**config.mk**
```make
export PLATFORM = sky130hd
export DESIGN_NAME = io_input_conditioner
export DESIGN_NICKNAME = d
export VERILOG_FILES = /design/src/rtl/io_input_conditioner_pkg.sv /design/src/rtl/io_input_conditioner_debounce_bit.sv /design/src/rtl/io_input_conditioner.sv
export SDC_FILE = /design/constraint.sdc
export NUM_CORES = 1
export LEC_CHECK = 0
export BUFFER_PORTS_ARGS = -buffer_cell sky130_fd_sc_hd__buf_2
export CAP_MARGIN = 10
export CORE_MARGIN = 2
export CORE_UTILIZATION = 40
export DETAILED_ROUTE_END_ITERATION = 8
export GPL_TIMING_DRIVEN = 1
export PLACE_DENSITY = 0.55
export SETUP_SLACK_MARGIN = 0.1
export SLEW_MARGIN = 20
export SYNTH_ARGS = -nofsm -noshare
export SYNTH_HDL_FRONTEND = slang
export SYNTH_SLANG_ARGS = --single-unit
```
**constraint.sdc**
```tcl
create_clock -name clock -period 3.4 [get_ports clock]
set_input_delay 0.34 -clock clock [delete_from_list [all_inputs] [get_ports clock]]
set_output_delay 0.34 -clock clock [all_outputs]
set_load 0.1 [all_outputs]
```
**src/rtl/io_input_conditioner_pkg.sv**
```systemverilog
// -----------------------------------------------------------------------------
// io_input_conditioner_pkg
// Shared constants for the board input conditioner.
//   - DEFAULT_DB_CYCLES: debounce window derived from the board clock.
//   - KEY_DB_LSB / key_tog_lsb(): field offsets inside in_port1.
// -----------------------------------------------------------------------------
package io_input_conditioner_pkg;

    localparam int CLK_FREQ_HZ       = 50_000_000;
    localparam int DB_TIME_MS        = 5;
    localparam int DEFAULT_DB_CYCLES = (CLK_FREQ_HZ / 1000) * DB_TIME_MS;
    localparam int DEFAULT_CNT_W     = 18;

    localparam int PORT_W     = 32;
    localparam int KEY_DB_LSB = 0;

    // Toggle field sits directly above the debounced key levels.
    function automatic int key_tog_lsb(input int key_w);
        return KEY_DB_LSB + key_w;
    endfunction

endpackage

```
**src/rtl/io_input_conditioner_debounce_bit.sv**
```systemverilog
// -----------------------------------------------------------------------------
// debounce_bit
// One raw pin -> 2-flop synchronizer -> consecutive-sample debounce.
// Ports:
//   clock, resetn   : clock, synchronous active-low reset
//   raw_i           : asynchronous pin level (already polarity-corrected)
//   level_o         : accepted stable level (registered)
//   rise_o          : one-cycle pulse, high the cycle after level_o rises
//   rise_next_o     : rise_o's next-state; lets the parent update state on
//                     the same edge that level_o rises
// -----------------------------------------------------------------------------
module debounce_bit
    import io_input_conditioner_pkg::*;
#(
    parameter int DB_CYCLES = DEFAULT_DB_CYCLES,
    parameter int CNT_W     = DEFAULT_CNT_W,
    parameter bit RESET_VAL = 1'b0
) (
    input  logic clock,
    input  logic resetn,
    input  logic raw_i,
    output logic level_o,
    output logic rise_o,
    output logic rise_next_o
);

    localparam logic [CNT_W-1:0] CNT_MAX = CNT_W'(DB_CYCLES - 1);

    logic             s1_q, s2_q;
    logic             stable_q, stable_d;
    logic             rise_q, rise_d;
    logic [CNT_W-1:0] cnt_q, cnt_d;

    // Any sample that agrees with the stable level clears the count, so a
    // reversal mid-count gets no partial credit.
    always_comb begin
        stable_d = stable_q;
        cnt_d    = '0;
        if (s2_q != stable_q) begin
            if (cnt_q == CNT_MAX) stable_d = s2_q;
            else                  cnt_d    = cnt_q + CNT_W'(1);
        end
        rise_d = stable_d & ~stable_q;
    end

    always_ff @(posedge clock) begin
        if (!resetn) begin
            s1_q     <= RESET_VAL;
            s2_q     <= RESET_VAL;
            stable_q <= RESET_VAL;
            cnt_q    <= '0;
            rise_q   <= 1'b0;
        end else begin
            s1_q     <= raw_i;
            s2_q     <= s1_q;
            stable_q <= stable_d;
            cnt_q    <= cnt_d;
            rise_q   <= rise_d;
        end
    end

    assign level_o     = stable_q;
    assign rise_o      = rise_q;
    assign rise_next_o = rise_d;

endmodule

```
**src/rtl/io_input_conditioner.sv**
```systemverilog
// -----------------------------------------------------------------------------
// io_input_conditioner
// Cleans raw board switches and push-keys into synchronous words for the
// CPU's in_port0 / in_port1.
// Ports:
//   clock, resetn : clock, synchronous active-low reset
//   sw_raw        : asynchronous slide-switch pins
//   key_raw       : asynchronous push-key pins
//   in_port0      : {0, sw_db}
//   in_port1      : {0, key_tog, key_db}
//   key_press     : one-cycle pulse per accepted key press
// -----------------------------------------------------------------------------
module io_input_conditioner
    import io_input_conditioner_pkg::*;
#(
    parameter int SW_W           = 10,
    parameter int KEY_W          = 4,
    parameter int DB_CYCLES      = DEFAULT_DB_CYCLES,
    parameter int CNT_W          = DEFAULT_CNT_W,
    parameter bit KEY_ACTIVE_LOW = 1'b1
) (
    input  logic              clock,
    input  logic              resetn,
    input  logic [SW_W-1:0]   sw_raw,
    input  logic [KEY_W-1:0]  key_raw,
    output logic [PORT_W-1:0] in_port0,
    output logic [PORT_W-1:0] in_port1,
    output logic [KEY_W-1:0]  key_press
);

    localparam int KEY_TOG_LSB = key_tog_lsb(KEY_W);

    logic [KEY_W-1:0] key_in;
    logic [KEY_W-1:0] key_db, key_rise_next;
    logic [KEY_W-1:0] key_tog_q, key_tog_d;
    logic [SW_W-1:0]  sw_db;
    logic [SW_W-1:0]  sw_rise_unused, sw_rise_next_unused;

    // Internally 1 always means pressed; inversion happens before the
    // synchronizer so the sync flops' reset value means "released".
    assign key_in = KEY_ACTIVE_LOW ? ~key_raw : key_raw;

    for (genvar i = 0; i < SW_W; i++) begin : g_sw
        debounce_bit #(
            .DB_CYCLES (DB_CYCLES),
            .CNT_W     (CNT_W),
            .RESET_VAL (1'b0)
        ) u_db (
            .clock       (clock),
            .resetn      (resetn),
            .raw_i       (sw_raw[i]),
            .level_o     (sw_db[i]),
            .rise_o      (sw_rise_unused[i]),
            .rise_next_o (sw_rise_next_unused[i])
        );
    end

    for (genvar i = 0; i < KEY_W; i++) begin : g_key
        debounce_bit #(
            .DB_CYCLES (DB_CYCLES),
            .CNT_W     (CNT_W),
            .RESET_VAL (1'b0)
        ) u_db (
            .clock       (clock),
            .resetn      (resetn),
            .raw_i       (key_in[i]),
            .level_o     (key_db[i]),
            .rise_o      (key_press[i]),
            .rise_next_o (key_rise_next[i])
        );
    end

    // Toggle flips on the edge the debounced level rises, the same edge
    // that raises key_press.
    assign key_tog_d = key_tog_q ^ key_rise_next;

    always_ff @(posedge clock) begin
        if (!resetn) key_tog_q <= '0;
        else         key_tog_q <= key_tog_d;
    end

    always_comb begin
        in_port0 = '0;
        in_port0[SW_W-1:0] = sw_db;
        in_port1 = '0;
        in_port1[KEY_DB_LSB  +: KEY_W] = key_db;
        in_port1[KEY_TOG_LSB +: KEY_W] = key_tog_q;
    end

endmodule

```
* Word level (Yosys, flattened, before mapping)
Index checks and enable logic that the tools add are counted.
Storage, ports and cells: bits of input ports 16, register bits 302
Cells by class: muxes and demuxes 8, eq/ne operators 28, reductions and logical operators 24, bitwise logic cells 25, add/sub/neg operators 14
Operators by type and width (count):
- 18-bit by 1-bit adder with 18-bit output, second input constant | 14
- 18-bit equality test, second input constant | 14
- 3-bit OR reduction | 14
- 2-bit AND reduction | 10
- 1-bit NOT | 19
- 1-bit != test | 14
- 1-bit two-way mux | 8
- 1-bit bitwise AND | 4
- 4-bit NOT | 1
- 4-bit bitwise XOR | 1

* Longest topological paths before layout
depth in word-level cells 5, depth in mapped cells 7, mapped depth without buffers 5

* Modules after synthesis
A second synthesis with hierarchy kept.
Unflattened totals: cell total of the unflattened synthesis 1575, area, all modules 14132.3 µm²
By module, submodules not included:
- debounce_bit | times used 14, area an instance 973.4 µm², cells an instance 108, seq. area each 440.4 µm²
- io_input_conditioner | times used 1, area an instance 504.2 µm², cells an instance 63, seq. area each 80.1 µm²

* Worst setup path before layout
Ideal clock, no wire load.
path kind register -> register, from register g_key[2].u_db.cnt_q[0], to register g_key[2].u_db.cnt_q[10], arrival time 2010 ps, clock period less this slack 2137 ps, setup slack 1263 ps, buffers on the path 2, library setup time 128 ps, cell stages (with the launch flop) 8, cell sequence dfxtp_1 ha_1 nand3_1 or4_1 clkbuf_1 o211ai_2 clkbuf_1 nor2_1
Between the ends: word-level cells in the longest chain between the ends 2
RTL lines:
- from (decl) | line io_input_conditioner_debounce_bit.sv:32 | logic [CNT_W-1:0] cnt_q, cnt_d;
- from (signal assigned) | line io_input_conditioner_debounce_bit.sv:57 | cnt_q <= cnt_d;
- parallel branches: the longest is 2 deep, another holds 18-bit by 1-bit adder with 18-bit output
Parallel ways; which one is timed is not known. A chain may end at the register's enable or synchronous reset.

* Worst setup path after layout
from register g_sw[0].u_db.cnt_q[0], to register g_sw[0].u_db.cnt_q[4]
Between the ends: word-level cells in the longest chain between the ends 2
RTL lines (line):
- from (decl) | io_input_conditioner_debounce_bit.sv:32
- from (signal assigned) | io_input_conditioner_debounce_bit.sv:57
- parallel branches: the longest is 2 deep, another holds 18-bit by 1-bit adder with 18-bit output
Parallel ways; which one is timed is not known.

==> metrics.md <==
| Metric | Value |
|---|---|
| CTS tree | `done` |
| Placement Cell Area | `13,800 sq um` |
| Status | `complete, no violations` |
| HPWL after DPL | `16.9 mm` |
| Remaining Overflow, GRT | `0` |
| Max Cap Viol | `0` |
| Post-synth ARST share | `0%` |
| Fmax | `408 MHz` |
| Clk root buf | `clkbuf_16` |
| Clk sink count | `302` |
| Vias | `10,087` |
| ANT nets after route | `0` |
| CTS hold repair buffers | `3` |
| HP Class | `in2reg` |
| Syn avg cell area | `8.75 sq um` |
| Hold Fails Final Rpt | `0` |
| Final setup TNS | `0 ps` |
| EDFF count, synth | `0` |
| Die Y | `187 microns` |
| Storage cell area | `6050 sq um` |
| Num CTS Buffers | `36` |
| Number of gates resized after CTS | `0` |
| Commonest non-fill, non-tap cells in the layout | `302 x dfxtp_1, 268 x nor2_1, 156 x xnor2_1` |
| Clk slew on worst S/H paths | `60 ps` |
| Seq cells post-synth | `302` |
| Fin crit share | `72.2%` |
| Post-route cell area | `15,000 sq um` |
| Setup bufs post-CTS | `0` |
| Synth Cell Area | `13,400 sq um` |
| Multi-input gate area | `6710 sq um` |
| Initial DRT Pass Iterations | `4` |
| Ys flop type | `dfxtp_1` |
| Req. time, crit path | `3790 ps` |
| Worst-Skew Late Latency | `500 ps` |
| All-Layer GR Usage | `14.5%` |
| Startpoint Class | `flip-flop` |
| Die X | `187 microns` |
| Nets@finish | `1,599` |
| Largest net degree at the start of global routing | `29` |
| Fill count | `3,253` |
| Core footprint | `33,300 sq um` |
| Initial DRC count | `432` |
| Register area share after synthesis | `45.1%` |
| CTS H-tree lvls | `2` |
| Arr. time, crit path | `2840 ps` |
| Die area | `35,000 sq um` |
| Slew @ Worst Pin | `786 ps` |
| Mapped Cells | `1,532` |
| Clock period minus worst slack | `2450 ps` |
| Crit. End Element | `flip-flop` |
| Bufs on Longest Clock Path | `3` |
| Pins over their slew limit | `0` |
| Final WL | `25.0 mm` |
| Skew final | `11.7 ps` |
| Max FO, Critical Path | `10` |
| Most common cell after layout, fill and taps aside | `dfxtp_1` |
| Leak Pwr | `4.60 nW` |
| CP Class | `reg2reg` |
| Synth cell types | `46` |
| Vias in the first global route | `9,672` |
| Worst slack, placed | `902 ps` |
| Unrepaired setup endpoints after global routing | `false` |
| Area delta synth->final | `12.2%` |
| PortBufs | `37` |
| Power, Total | `7.76 mW` |
| Post-DR wirelength/cell | `12.2 microns` |
| Row Count | `67` |
| Yosys warnings | `0` |
| Routability cong. | `0.808` |
| Fin worst setup slack | `946 ps` |
| Endpoints failing setup | `0` |
| Vias per cell | `4.94` |
| DRC Markers | `0` |
| Initial antenna violation count | `0` |
| Pwr Density | `516 nW/um^2` |
| First-pass GRT wire length | `44.2 mm` |
| Max-slew headroom | `47.5%` |
| Io pins | `84` |
| Share of layout cells above drive strength 1 | `7.90%` |
| VDD IR max | `0.000339 V` |
| Initial core utilization | `40.3%` |
==> worst paths after layout <==
check | from | to | slack, ps | cells after the start
setup / recovery | g_sw[0].u_db.cnt_q[0]$_SDFF_PP0_ | g_sw[0].u_db.cnt_q[4]$_SDFF_PP0_ | 950 | 6
hold / removal | key_raw[1] | g_key[1].u_db.s1_q$_SDFF_PN0_ | 30 | 2
setup reg to reg | g_sw[0].u_db.cnt_q[0]$_SDFF_PP0_ | g_sw[0].u_db.cnt_q[4]$_SDFF_PP0_ | 950 | 6
hold reg to reg | g_sw[0].u_db.s1_q$_SDFF_PN0_ | g_sw[0].u_db.s2_q$_SDFF_PN0_ | 430 | 1
==> final cells by class <==
type	instances	area share, %
multi-input combinational	1125	44.6
antenna	1	0.0166
timing repair buffer	53	2.08
inverter	51	1.27
clock buffer	48	6.90
clock inverter	15	1.20
tap	448	3.73
sequential	302	40.2
==> cell families (layout without fill, tap and decap cells) <==
kind of cell / Yosys count / count (layout) / share of synthesized area (%)
and+or+nand+nor: 756 / 756 / 28.6
xor gates and xnor gates: 212 / 212 / 13.9
buffers and inverters: 150 / 167 / 6.09
adders and majority gates: 14 / 14 / 1.31
AOI/OAI and AO/OA: 94 / 94 / 4.77
other: 1 / 47 / 0.0280
DFF: 302 / 302 / 45.1
muxes: 3 / 3 / 0.224
==> Yosys cell counts, types with 16 or more instances <==
cell type,number,share of area [%]
or4_1,29,1.6
buf_4,65,3.6
xnor2_1,156,10
or3_1,16,0.75
inv_1,50,1.4
and2_1,27,1.3
a21oi_1,33,1.2
nor3_1,48,1.8
o31ai_1,22,1.2
nor2_1,268,7.5
nor4_1,70,3.3
clkbuf_1,26,0.73
nand4_1,73,3.4
nand3_1,99,3.7
dfxtp_1,302,45
nand2_1,62,1.7
xor2_1,56,3.7
and3_1,18,0.84
==> stage by stage <==
stage	util (%)	hold WS, ps	std cells
detailed placement	41.4	418	1976
finish	45.2	34.0	2043
global route	45.2	22.2	2042
global placement	41.4	415	1976
CTS	45.2	10.3	2042
floorplan	-	412	1577
==> where the power goes <==
part           leakage (nW)  switching, mW  total [mW]  internal (mW)
combinational          1.56          0.275       0.306         0.0312
clock                 0.603           1.45        3.89           2.44
sequential             2.44         0.0114        3.57           3.56
total                  4.60           1.73        7.76           6.03
==> metal layers <==
layer | global-route usage, % | routed length [microns] | vias to the layer above
li1 | - | - | 5299
met4 | 4.03 | 403 | 0
met2 | 24.3 | 11300 | 108
met5 | 0 | 0 | -
met1 | 19.0 | 12500 | 4645
met3 | 2.72 | 822 | 35
==> worst max-delay path: stages, from the launching register on <==
cell and delay, ps:
dfxtp_1 370, ha_1 210, nand3_1 220, or4_1 570
o211ai_1 640, buf_4 280, nor2_1 50
==> sequential cells by signal, summed over array words and instances, names as in the netlist <==
name                cells
g_sw.u_db.cnt_q       180
g_key.u_db.cnt_q       72
g_sw.u_db.level_o      10
g_sw.u_db.s1_q         10
g_sw.u_db.s2_q         10
g_key.u_db.level_o      4
g_key.u_db.rise_o       4
g_key.u_db.s1_q         4
g_key.u_db.s2_q         4
key_tog_q               4
No activity file was read; power rests on OpenSTA's default activity.
